<file path="config.mk">
export PLATFORM = sky130hd
export DESIGN_NAME = regfile_sb
export DESIGN_NICKNAME = d
export VERILOG_FILES = /design/src/rtl/regfile_sb.sv
export SDC_FILE = /design/constraint.sdc
export NUM_CORES = 2
export LEC_CHECK = 0
export BUFFER_PORTS_ARGS = -buffer_cell sky130_fd_sc_hd__buf_2
export CAP_MARGIN = 20
export CORE_UTILIZATION = 46
export CTS_BUF_LIST = sky130_fd_sc_hd__clkbuf_8
export DETAILED_ROUTE_END_ITERATION = 16
export RECOVER_POWER = 100
export SLEW_MARGIN = 5
export SYNTH_ARGS = -nofsm -noshare
export SYNTH_HDL_FRONTEND = slang
export SYNTH_SLANG_ARGS = --single-unit
</file>
<file path="constraint.sdc">
create_clock -name clk -period 5.2 [get_ports clk]
set_input_delay 0.26 -clock clk [delete_from_list [all_inputs] [get_ports clk]]
set_output_delay 0.26 -clock clk [all_outputs]
set_load 0.02 [all_outputs]
</file>
<file path="src/rtl/regfile_sb.sv">
// regfile_sb: 2-read / 2-write register file with a per-register busy scoreboard.
// Reads and busy lookups are combinational from stored state. busy_cnt is a
// registered population count of the busy bits.
// Optional feature macro: REGFILE_BYPASS_EN forwards same-cycle write data and
// write-clears onto the read ports. When it is undefined, no forwarding logic
// is built.
module regfile_sb #(
    parameter int unsigned DATA_W   = 32,
    parameter int unsigned ADDR_W   = 5,
    parameter bit          ZERO_REG = 1'b1
) (
    input  logic              clk,
    input  logic              reset,
    input  logic [ADDR_W-1:0] raddr1,
    input  logic [ADDR_W-1:0] raddr2,
    output logic [DATA_W-1:0] rdata1,
    output logic [DATA_W-1:0] rdata2,
    output logic              rbusy1,
    output logic              rbusy2,
    input  logic              we0,
    input  logic              we1,
    input  logic [ADDR_W-1:0] waddr0,
    input  logic [ADDR_W-1:0] waddr1,
    input  logic [DATA_W-1:0] wdata0,
    input  logic [DATA_W-1:0] wdata1,
    input  logic              sb_set,
    input  logic [ADDR_W-1:0] sb_addr,
    output logic [ADDR_W:0]   busy_cnt
);

    localparam int unsigned DEPTH = 1 << ADDR_W;
    localparam int unsigned CNT_W = ADDR_W + 1;

    logic [DATA_W-1:0] rf_q [DEPTH];
    logic [DEPTH-1:0]  busy_q, busy_d;
    logic [CNT_W-1:0]  cnt_q, cnt_d;

    logic wr0_ok, wr1_ok, set_ok;

    logic [ADDR_W-1:0] raddr [2];
    logic [DATA_W-1:0] rdata [2];
    logic              rbusy [2];

    // Qualified write/set strobes: dropped in reset cycles and on hardwired r0
    always_comb begin
        wr0_ok = we0    && !reset && !(ZERO_REG && (waddr0  == '0));
        wr1_ok = we1    && !reset && !(ZERO_REG && (waddr1  == '0));
        set_ok = sb_set && !reset && !(ZERO_REG && (sb_addr == '0));
    end

    // Next busy vector: writes clear, then set overrides; count follows the vector
    always_comb begin
        busy_d = busy_q;
        cnt_d  = '0;
        if (wr0_ok) busy_d[waddr0]  = 1'b0;
        if (wr1_ok) busy_d[waddr1]  = 1'b0;
        if (set_ok) busy_d[sb_addr] = 1'b1;
        for (int unsigned i = 0; i < DEPTH; i++) begin
            cnt_d = cnt_d + CNT_W'(busy_d[i]);
        end
    end

    // Register array, scoreboard and count state; port 1 written last so it wins
    always_ff @(posedge clk) begin
        if (reset) begin
            for (int unsigned i = 0; i < DEPTH; i++) begin
                rf_q[i] <= '0;
            end
            busy_q <= '0;
            cnt_q  <= '0;
        end else begin
            if (wr0_ok) rf_q[waddr0] <= wdata0;
            if (wr1_ok) rf_q[waddr1] <= wdata1;
            busy_q <= busy_d;
            cnt_q  <= cnt_d;
        end
    end

    assign raddr[0] = raddr1;
    assign raddr[1] = raddr2;

    // Read ports: stored data/busy, r0 forced to zero, optional same-cycle forwarding
    always_comb begin
        for (int p = 0; p < 2; p++) begin
            if (ZERO_REG && (raddr[p] == '0)) begin
                rdata[p] = '0;
                rbusy[p] = 1'b0;
            end else begin
                rdata[p] = rf_q[raddr[p]];
                rbusy[p] = busy_q[raddr[p]];
`ifdef REGFILE_BYPASS_EN
                if (wr1_ok && (waddr1 == raddr[p])) begin
                    rdata[p] = wdata1;
                end else if (wr0_ok && (waddr0 == raddr[p])) begin
                    rdata[p] = wdata0;
                end
                if (((wr0_ok && (waddr0 == raddr[p])) || (wr1_ok && (waddr1 == raddr[p])))
                    && !(set_ok && (sb_addr == raddr[p]))) begin
                    rbusy[p] = 1'b0;
                end
`endif
            end
        end
    end

    assign rdata1   = rdata[0];
    assign rdata2   = rdata[1];
    assign rbusy1   = rbusy[0];
    assign rbusy2   = rbusy[1];
    assign busy_cnt = cnt_q;

endmodule

</file>
==> results.py <==
metrics = {
    "outcome": {
        "run_status": "finished, violations left",
        "violations": "capacitance limit, slew limit, setup timing",
    },
    "cts": {
        "clkSinkCount": 1062,
        "cts_tree": "yes",
        "insertion_delay_ps": 930,
        "clkTransAtPathRegs_ps": 60,
        "cts_buffers": 184,
        "cts_root_buf": "clkbuf_8",
        "htree_levels": 4,
        "cts_max_path_buffers": 3,
        "post_cts_buffers": 0,
    },
    "floorplanning": {
        "num_rows": 133,
        "die-area_mm2": 0.134,
        "core_mm2": 0.131,
        "die_h_um": 366,
        "die_x_um": 366,
        "start_util": 0.463,
        "ios": 166,
    },
    "timing": {
        "fmax_mhz": 181,
        "timing.final.crit_period_ps": 5540,
        "setup_viol": 93,
        "hold_ws_ps": 50.2,
        "drv_slew": 2102,
        "slew_headroom": -1.87,
        "fin_ws_ps": -336,
        "fin_skew_ps": 18.6,
        "tns_ps": -19420,
        "worstMarginPinSlew_ps": 4300,
        "fin_crit_sh": 1.06,
        "final_hold_viol_count": 0,
    },
    "yosys": {
        "synthAdderAreaFrac": 0.00932,
        "synth_top_area_frac": 0.505,
        "yosysSeqAreaShare": 0.517,
        "postSynth.asyncResetShare": 0,
        "synth.area.top_cells": "edfxtp_1 (50%), mux4_2 (17%), a22o_1 (14%)",
        "synth_cells": 4191,
        "synth_top_family_by_area": "multiplexers",
        "synth_edf_count": 1024,
        "synthXorXnorAreaFrac": 0.000144,
        "synth_mux_area_frac": 0.205,
        "synth-seq-cells": 1062,
        "ys.warnings.count": 0,
        "synth_compound_area_frac": 0.193,
        "yosysTopAreaCell": "edfxtp_1",
        "synth_ff_type": "edfxtp_1",
        "ys_types": 56,
        "syn_area_mm2": 0.0609,
        "syn_avg_cell_area_um2": 14.5,
        "synth_simple_gate_area_frac": 0.0341,
    },
    "setup_path": {
        "end_kind": "flip-flop",
        "critical_path_arrival_ps": 6210,
        "timing_worst_setup_path_type": "input pin to flip-flop",
        "worstSetupStartpointType": "input pin",
        "required_ps": 5870,
        "cp_max_fo": 34,
    },
    "global_routing": {
        "grt_max_degree": 90,
        "antenna_found_initial": 29,
        "grt-ovfl-total": 0,
        "grt_usage": 0.407,
        "grt_first_pass_wirelength_um": 378000,
        "grt_pass1_vias": 47000,
    },
    "final_layout": {
        "postLayoutCoreUtil": 0.515,
        "multiInputGateArea_mm2": 0.0273,
        "drive_gt1_frac": 0.266,
        "nFillCells": 11200,
        "regArea_mm2": 0.0315,
        "nets": 4413,
        "area_growth_pct": 11.1,
    },
    "route": {
        "drt_iter0_drc": 8812,
        "via_per_inst": 7.86,
        "routed_wl_um": 277000,
        "ant_nets": 0,
        "dr.pass1.iters": 8,
        "wl_per_cell_um": 44.7,
        "remaining_drc_errors": 0,
        "vias": 48800,
    },
    "placed_design": {
        "place.gp.congestion": 0.918,
        "place_hpwl_um": 161000,
        "pre_cts_slack_ps": -704,
        "portBuffers": 165,
    },
    "worst_hold_path": {
        "min_path_type": "input pin to flip-flop",
    },
    "power_and_ir_drop": {
        "powerDensity_mw_per_mm2": 303,
        "ir_worst_vdd_v": 0.000269,
        "cellLeakagePower_nw": 23.1,
    },
    "job": {
        "cap_violations": 83,
    },
}
==> routing by layer <==
layer / wire, um / up-vias / global-route usage / part of all wire
met5: 279 / - / 0.00641 / 0.0010
met4: 17700 / 26 / 0.221 / 0.064
met3: 47100 / 1034 / 0.163 / 0.17
met2: 114000 / 4967 / 0.566 / 0.41
met1: 98100 / 24800 / 0.542 / 0.35
li1: - / 17900 / - / -
==> power breakdown <==
part,leakage [nW],internal [W],switching (W)
clock,1.90,0.00349,0.00374
sequential,10.1,0.00991,0.000250
combinational,11.1,0.00108,0.00200
total,23.1,0.0145,0.00599
==> area by class of cell <==
cell class | count | area share
antenna | 19 | 0.000703
clock buffer | 187 | 0.0380
clock inverter | 143 | 0.0107
inverter | 33 | 0.00190
multi-input combinational | 2513 | 0.404
sequential | 1062 | 0.466
tap | 1755 | 0.0324
timing repair buffer | 494 | 0.0469
==> final timing paths <==
check | slack (ps) | startpoint | cells past startpoint | end
worst max register to register | 220 | busy_q[21] | 18 | busy_cnt[4]
worst min-delay path | 50 | wdata0[27] | 2 | rf_q[8][27]
worst max-delay path | -340 | reset | 9 | rf_q[16][26]
worst min register to register | 540 | busy_q[0] | 1 | busy_q[0]
==> flip-flops by register name, summed over array words and instances (netlist names) <==
name / cells
busy_cnt: 6
busy_q: 32
rf_q: 1024
==> critical path: stages <==
cell	delay (ps)
clkbuf_1	170
clkbuf_4	180
or4b_1	560
buf_4	210
nor3_1	360
clkbuf_1	2160
nor2_1	1320
clkbuf_4	670
a22o_1	270
==> stage by stage <==
stage	instance area (um^2)	power (W)	cells
2_1_floorplan	61100	0.0120	4222
3_3_place_gp	64700	0.0132	5831
3_5_place_dp	64700	0.0133	5831
4_1_cts	68300	0.0204	6187
5_1_grt	67600	0.0209	6191
6_report	67700	0.0205	6206
==> repair_timing <==
| item | CTS | global route |
|---|---|---|
| hold endpoints to repair | 139 | 0 |
| hold buffers | 26 | 0 |
| resized for setup | 0 | 18 |
| setup endpoints to repair | 0 | 1 |
==> synth_stat cells, types with 5 or more instances <==
library cell and instances:
inv_1 33, o21ai_0 112, nor2b_1 90, fa_1 24, a311oi_1 66, nor2_1 88
o2111ai_1 18, nor3_1 8, clkbuf_1 516, buf_2 77, dfxtp_1 38, a32oi_1 12
mux2i_1 132, nand2b_1 8, a22oi_1 69, ha_1 7, and3b_1 9, nor3b_1 8
mux4_2 462, a211oi_1 66, a221oi_1 48, nand3b_1 33, a32o_1 13, nand3_1 9
mux2_2 66, edfxtp_1 1024, nand2_1 88, or3b_2 5, a22o_1 992, buf_1 17
==> layout by cell type, fill, tap and decap left out, drive strengths merged, types with 66 or more instances in the layout <==
cell type     n
o21ai       116
nand2        88
clkinv       69
nor2         88
a311oi       66
a22o        992
mux2         66
inv          98
clkbuf      343
a22oi        69
nor2b        90
mux2i       132
edfxtp     1024
mux4        462
a211oi       66
buf         311
==> logic make-up after synthesis <==
family | after synthesis
AO/OA/AOI/OAI | 1410
XOR/XNOR | 1
adder cells (fa/ha/maj) | 31
buffers and inverters | 647
flip-flops | 1062
multiplexers | 660
other | 1
AND/OR/NAND/NOR | 379
Note: power is estimated with default switching activity, not from simulation.
